`src/rtl/bm_if_pkg.sv`:
```
// rtl/bm_if_pkg.sv - shared widths and constant helpers for the bm_if blocks
package bm_if_pkg;
   localparam int WIDTH_DEF = 2;
   localparam int CNT_W_DEF = 4;
   localparam int MAX_W     = 64;

   // Low w bits set; callers cast the result down to their own width.
   function automatic logic [MAX_W-1:0] ones_mask(input int w);
      if (w >= MAX_W) return '1;
      return (64'd1 << w) - 64'd1;
   endfunction

   function automatic logic [MAX_W-1:0] zero_mask();
      return '0;
   endfunction
endpackage

```
`src/rtl/bm_if_decode.sv`:
```
// rtl/bm_if_decode.sv - value-selected hold registers and their combined decode
import bm_if_pkg::*;

module bm_if_decode #(
   parameter int WIDTH = WIDTH_DEF
) (
   input  logic             clock,
   input  logic             reset,
   input  logic             in_valid,
   input  logic [WIDTH-1:0] a_in,
   output logic [WIDTH-1:0] dec_q
);
   localparam logic [WIDTH-1:0] ONES = WIDTH'(ones_mask(WIDTH));
   localparam logic [WIDTH-1:0] ZERO = WIDTH'(zero_mask());

   logic [WIDTH-1:0] hold_z;
   logic [WIDTH-1:0] hold_nz;

   // dec_q sees the hold values from before this edge, adding one stage of latency.
   always_ff @(posedge clock or posedge reset) begin
      if (reset) begin
         hold_z  <= ZERO;
         hold_nz <= ZERO;
         dec_q   <= ZERO;
      end else begin
         if (in_valid) begin
            if (a_in == ZERO) begin
               hold_z <= ONES;
            end else begin
               hold_nz <= ~a_in;
            end
         end
         dec_q <= hold_nz & hold_z;
      end
   end
endmodule

```
`src/rtl/bm_if_reset_pipe.sv`:
```
// rtl/bm_if_reset_pipe.sv - conditional-clear AND stage, decode path, valid chain
// and saturating clear-event counter
import bm_if_pkg::*;

module bm_if_reset_pipe #(
   parameter int WIDTH = WIDTH_DEF,
   parameter int CNT_W = CNT_W_DEF
) (
   input  logic             clock,
   input  logic             reset,
   input  logic             in_valid,
   input  logic [WIDTH-1:0] a_in,
   input  logic [WIDTH-1:0] b_in,
   input  logic             c_in,
   input  logic             d_in,
   input  logic             cnt_clr,
   output logic [WIDTH-1:0] out0,
   output logic             out1,
   output logic [WIDTH-1:0] out2,
   output logic             out01_valid,
   output logic             out2_valid,
   output logic [CNT_W-1:0] clr_cnt
);
   localparam logic [CNT_W-1:0] CNT_MAX = CNT_W'(ones_mask(CNT_W));

   logic [WIDTH-1:0] dec_q;
   logic             v1;

   bm_if_decode #(.WIDTH(WIDTH)) u_decode (
      .clock    (clock),
      .reset    (reset),
      .in_valid (in_valid),
      .a_in     (a_in),
      .dec_q    (dec_q)
   );

   always_ff @(posedge clock or posedge reset) begin
      if (reset) begin
         out0        <= '0;
         out1        <= 1'b0;
         out01_valid <= 1'b0;
      end else begin
         if (in_valid) begin
            if (c_in) begin
               out0 <= a_in & b_in;
               out1 <= c_in & d_in;
            end else begin
               out0 <= '0;
               out1 <= 1'b0;
            end
         end
         out01_valid <= in_valid;
      end
   end

   always_ff @(posedge clock or posedge reset) begin
      if (reset) begin
         out2       <= '0;
         v1         <= 1'b0;
         out2_valid <= 1'b0;
      end else begin
         out2       <= dec_q;
         v1         <= in_valid;
         out2_valid <= v1;
      end
   end

   // Clear wins over a same-edge increment; the count sticks at its maximum.
   always_ff @(posedge clock or posedge reset) begin
      if (reset) begin
         clr_cnt <= '0;
      end else if (cnt_clr) begin
         clr_cnt <= '0;
      end else if (in_valid && !c_in && (clr_cnt != CNT_MAX)) begin
         clr_cnt <= clr_cnt + 1'b1;
      end
   end
endmodule

```
`config.mk`:
```
export PLATFORM = sky130hd
export DESIGN_NAME = bm_if_reset_pipe
export DESIGN_NICKNAME = d
export VERILOG_FILES = /design/src/rtl/bm_if_pkg.sv /design/src/rtl/bm_if_decode.sv /design/src/rtl/bm_if_reset_pipe.sv
export SDC_FILE = /design/constraint.sdc
export NUM_CORES = 1
export LEC_CHECK = 0
export ABC_AREA = 1
export CAP_MARGIN = 10
export CORE_AREA = 5 5 45 47
export DETAILED_ROUTE_END_ITERATION = 10
export DIE_AREA = 0 0 50 52
export PLACE_DENSITY = 0.72
export SETUP_SLACK_MARGIN = 0.1
export SYNTH_ARGS = -nofsm -noshare
export SYNTH_HDL_FRONTEND = slang
export SYNTH_HIERARCHICAL = 1
export SYNTH_SLANG_ARGS = --single-unit
```
`constraint.sdc`:
```
create_clock -name clock -period 1.3 [get_ports clock]
set_input_delay 0.325 -clock clock [delete_from_list [all_inputs] [get_ports clock]]
set_output_delay 0.325 -clock clock [all_outputs]
set_load 0.02 [all_outputs]
```
==> flow_metrics.py <==
metrics = {
    "final_layout": {
        "nets": 119,
        "regArea_um2": 403,
        "drive_above_1_share_pct": 36.4,
        "multiInputGateArea_um2": 228,
        "antenna_cells": 0,
        "syn_to_final_growth_pct": 51.0,
        "fill_cells": 161,
        "final_common_cell": "nand2_1",
        "layout.cells.non_filler": 124,
        "layout_common_cells": "25 x nand2_1, 14 x dfrtp_1, 11 x buf_4, 9 x clkdlybuf4s50_1, 8 x inv_1",
        "final_area_um2": 986,
    },
    "run_status": {
        "status": "complete, no violations",
    },
    "critical_path": {
        "critical_path.slowest_cell": "dfrtp_2",
        "critical-path-top-delay-family": "flip-flops",
        "critical_path.max_fanout": 3,
        "path_buf_inv": 1,
        "arrival_ps": 860,
        "endpoint_kind": "primary output",
        "worstPathRequired_ps": 980,
        "worstSetupPathType": "reg -> out",
        "crit_chain": "buf_6",
        "crit_path_max_incr_delay_ps": 450,
        "cp-start-kind": "flop",
    },
    "power_and_ir_drop": {
        "pwr_density_cell_mw_per_mm2": 1070,
        "p_total_mw": 1.06,
        "peakVddDrop_v": 0.000563,
        "total_leakage_power_nw": 0.547,
    },
    "timing": {
        "min_period_ps": 1180,
        "fmax_mhz": 847,
        "worst_slew_pin_slew_ps": 206,
        "fin_setup_tns_ps": 0,
        "period_share_pct": 90.9,
        "slew_headroom_pct": 86.3,
        "rsz0062_at_grt": "true",
        "fin_skew_ps": 6.56,
        "setup_viol": 0,
        "hold_violations": 0,
        "slew_viol_final": 0,
    },
    "logic_synthesis": {
        "synth_compound_area_share_pct": 2.87,
        "avgSynthCellArea_um2": 9.07,
        "yosys-top-cells-area": "dfrtp_1 61%, nand2_1 14%, nand3_1 5.4%, inv_1 5.2%, nand4_1 2.9%",
        "yosysSeqAreaShare_pct": 61.3,
        "ys_warn_count": 6,
        "synthXorXnorAreaFrac_pct": 0,
        "synth_top_family_by_area": "simple AND/OR/NAND/NOR gates",
        "synth_area_um2": 653,
        "synth_mux_area_share_pct": 0,
        "synth_top_area_share_pct": 61.3,
        "synthSimpleGateAreaFrac_pct": 27.0,
        "synth.distinct_cells": 13,
        "syn-num-nets": 83,
        "ys_ff_latch": 16,
        "syn-instance-count": 72,
        "yosys.area.top_type": "dfrtp_1",
        "synthAdderAreaFrac_pct": 1.92,
    },
    "placed_design": {
        "place_hpwl_mm": 1.07,
        "gp_congestion": 0.905,
        "portBuffers": 20,
        "dp.cells": 117,
        "placed_area_um2": 937,
    },
    "detailed_routing": {
        "wl_per_cell_um": 11.4,
        "avgViaCountPerCell": 4.65,
        "drt-initial-drc-count": 16,
        "drc_errors": 0,
        "drt-total-wl_mm": 1.41,
        "dr.pass1.iters": 7,
        "antenna_left": 0,
        "vias": 577,
    },
    "cts": {
        "clk_latency_ps": 270,
        "numCtsBuffers": 3,
        "tritoncts": "built",
        "cts_buffer_depth": 2,
        "clock_sinks": 16,
        "clkSlewWorstSetupHoldPaths_ps": 90,
        "holdBufCountCts": 0,
        "clock-root-buffer": "clkbuf_4",
        "cts_max_level": 1,
    },
    "die": {
        "die_area_mm2": 0.00260,
        "die_h_um": 52,
        "core_area_mm2": 0.00161,
        "initial_core_util_pct": 40.5,
        "rows": 15,
        "die_w_um": 50,
        "ios": 21,
    },
    "global_route": {
        "antenna_found_initial": 0,
        "grt_max_degree": 12,
        "grt_overflow": 0,
        "grt_pass1_vias": 539,
        "grt_first_pass_wirelength_mm": 2.27,
        "track_usage_pct": 11.3,
    },
    "flow_run": {
        "cap_violations": 0,
    },
    "min_path": {
        "hold_class": "in -> async",
    },
}
[worst reg2reg max path: cells and delay by family (launching register included)]
| kind | cells | cell delay, ps |
|---|---|---|
| flops | 1 | 420 |
| simple gates | 3 | 350 |
| buf+inv | 1 | 120 |
| fa+ha+maj | 1 | 160 |
[final timing paths]
kind | startpoint | end | slack [ps] | cells after the start
max reg2reg | clr_cnt[1] | clr_cnt[2] | 150 | 5
min reg2reg | u_decode/dec_q[0] | out2[0] | 350 | 0
max | clr_cnt[0] | clr_cnt[0] | 120 | 1
max in group asynchronous | reset | clr_cnt[0] | 780 | 3
min in group clock | u_decode/dec_q[0] | out2[0] | 350 | 0
min | reset | u_decode/hold_nz[1] | 270 | 2
[cell type report]
type	instances	area share, %
flip-flops and latches	16	40.9
repair buffers	31	25.6
multi-input cells	44	23.1
inverters	12	4.57
clock buffers	4	3.68
well taps	17	2.16
[synth_stat cells, drive strengths merged]
cell,n
o21ai,3
dfrtp,16
nand4,3
nor2,2
nand3,7
nand2,27
inv,12
or2,1
ha,1
[metrics by stage]
stage	util (%)	worst slack, ps	hold WS [ps]
global route	61.1	72.3	253
CTS	58.9	13.0	268
floorplan	-	104	104
global placement	58.1	-37.6	332
finish	61.1	119	266
detailed placement	58.1	-47.2	336
[per-layer routing]
layer / wire length (um) / GRT usage, % / part of all wire, % / up-vias
met2: 696 / 17.8 / 49 / 23
met4: 0 / 3.93 / 0 / 0
li1: - / - / - / 296
met1: 591 / 14.2 / 42 / 258
met3: 122 / 4.01 / 8.7 / 0
met5: 0 / 0 / 0 / -
[kinds of logic after synthesis]
group,after synthesis
compound gates,3
fa+ha+maj,1
buf+inv,12
flops,16
simple gates,40
[power breakdown]
group / total, mW / internal, mW / switching [mW]
clock network: 0.314 / 0.170 / 0.144
logic: 0.193 / 0.0941 / 0.0989
registers: 0.551 / 0.532 / 0.0186
total: 1.06 / 0.796 / 0.261
[repair_timing]
action / in CTS / in global routing
buffers inserted: 1 / 2
resized for setup: 47 / 10
setup endpoints to repair: 15 / 9
pin swaps: 2 / 0
[registers in the layout, summed over array words and instances, names as in the netlist]
name	cells
out1	1
u_decode/hold_z	1
u_decode/hold_nz	2
out2_valid	1
clr_cnt	4
out0	2
u_decode/dec_q	2
v1	1
out2	2
Power figures use the tool's default switching activity.
==> RTL edit (same settings) <==
Set the package constant `CNT_W_DEF` to 6 (it was 4).
--- a/src/rtl/bm_if_pkg.sv
+++ b/src/rtl/bm_if_pkg.sv
@@ -2,5 +2,5 @@
 package bm_if_pkg;
    localparam int WIDTH_DEF = 2;
-   localparam int CNT_W_DEF = 4;
+   localparam int CNT_W_DEF = 6;
    localparam int MAX_W     = 64;
 
Ports: changed (resized clr_cnt); port bits go from 21 to 23. No check against the original RTL was run, so the function may have changed too.
==> RTL edit against the original RTL <==
Cell count up 19%. Area after synthesis rose by 25%. Design area increased by 24%. Power up 11%. Via count increased by 24%. Setup slack got worse by 0.044 ns. Count of clock-buffer cells in the layout stayed put. Wire length is 20% higher. Sequential cell count grew 2. Non-clock buffer count is 5 higher.
==> RTL edit: results (changes against the original RTL) <==
<table>
<tr><th>Metric</th><th>Value</th></tr>
<tr><th colspan="2">Yosys</th></tr>
<tr><td>Mapped Nets</td><td>102 (+23%)</td></tr>
<tr><td>Biggest area contributors in the synthesized netlist</td><td>dfrtp_1 (55%), nand2_1 (12%), nand3_1 (5.5%)</td></tr>
<tr><td>Post-synthesis cell count</td><td>91 (+26%)</td></tr>
<tr><td>Count of cell types in the netlist</td><td>19 (+6)</td></tr>
<tr><th colspan="2">Routing</th></tr>
<tr><td>Routed via count divided by cell count</td><td>4.818 (+3.5%)</td></tr>
<tr><td>Drt pass-1 iters</td><td>2 (-5)</td></tr>
<tr><td>Post-detailed-routing wire length</td><td>1696 µm (+20%)</td></tr>
<tr><td>Total via count after detailed routing</td><td>713 (+24%)</td></tr>
<tr><th colspan="2">Timing</th></tr>
<tr><td>Clock skew</td><td>0.009314 ns (+0.002750 ns)</td></tr>
<tr><td>Slew of the pin with the lowest slew margin</td><td>0.2260 ns (+0.02016 ns)</td></tr>
<tr><th colspan="2">GRT</th></tr>
<tr><td>GR met3 Demand/Resource</td><td>3.438% (-0.57 points)</td></tr>
<tr><td>First-pass GRT wire length</td><td>3077 µm (+36%)</td></tr>
<tr><td>Global-route track usage on met1</td><td>19.16% (+5.0 points)</td></tr>
<tr><td>Total routing usage reported by global routing</td><td>15.74% (+4.4 points)</td></tr>
<tr><th colspan="2">Worst setup path</th></tr>
<tr><td>Depth of the worst register-to-register path</td><td>9 (+4)</td></tr>
<tr><td>Crit path largest cell delay</td><td>0.42 ns (-0.03 ns)</td></tr>
<tr><td>Top fanout value on the critical path</td><td>6 (+3)</td></tr>
<tr><td>CP delay by family, top</td><td>simple AND/OR/NAND/NOR gates</td></tr>
<tr><th colspan="2">Placed design</th></tr>
<tr><td>Number of buffer cells added on primary ports</td><td>22 (+10%)</td></tr>
<tr><td>Area of placed instances</td><td>1151 µm² (+23%)</td></tr>
<tr><td>Post-Place Setup Slack</td><td>-0.1088 ns (-0.06154 ns)</td></tr>
<tr><td>RD Place Congestion</td><td>0.8439 (-6.8%)</td></tr>
<tr><th colspan="2">Run status</th></tr>
<tr><td>Status</td><td>complete, no violations</td></tr>
<tr><th colspan="2">Pwr</th></tr>
<tr><td>Max IR drop VDD</td><td>0.6208 mV (+10%)</td></tr>
<tr><td>Leakage power figure</td><td>0.6423 nW (+18%)</td></tr>
<tr><th colspan="2">Cells and area</th></tr>
<tr><td>Share of post-route cells with drive strength above 1</td><td>37.40% (+0.96 points)</td></tr>
<tr><th colspan="2">CTS</th></tr>
<tr><td>Insertion delay of the later-clocked pin in the worst-skew pair</td><td>0.29 ns (+0.02 ns)</td></tr>
</table>
## RTL edit: path summary, 6_finish.rpt
kind	from	endpoint
min in group clock	u_decode/dec_q[1]	out2[1]
worst min register to register	u_decode/dec_q[1]	out2[1]
max in group asynchronous	reset	clr_cnt[1]
worst max register to register	clr_cnt[1]	clr_cnt[2]
worst min-delay path	reset	u_decode/hold_nz[1]
worst max-delay path	clr_cnt[1]	clr_cnt[2]
## RTL edit: routing by layer
layer / vias to the layer above / share of wire, %
met2: 18 / 48
li1: 369 / -
met5: - / 0
met4: 0 / 2.7
met1: 321 / 43
met3: 5 / 5.7
## RTL edit: logic make-up after synthesis
group,Yosys count
simple gates,50
compound gates,6
buf+inv,16
fa+ha+maj,1
flops,18
## RTL edit: timing repair
item                                   4_1_cts  5_1_grt
buffers inserted                             3        1
setup endpoints to repair                   19       16
pin swaps                                    6        2
endpoints found under the hold margin        0        0
gates resized for setup                     57       19
## RTL edit: layout make-up
cell class              count  area (µm²)
flip-flops and latches     18       452.9
fillers                   136       386.6
multi-input cells          57       326.6
repair buffers             36       324.1
inverters                  16       66.31
clock buffers               4       36.28
well taps                  17       21.27
## RTL edit: where the power goes
part	internal [mW]	total [mW]	switching (mW)
logic	0.106	0.221	0.115
registers	0.595	0.612	0.0170
clock network	0.171	0.340	0.169
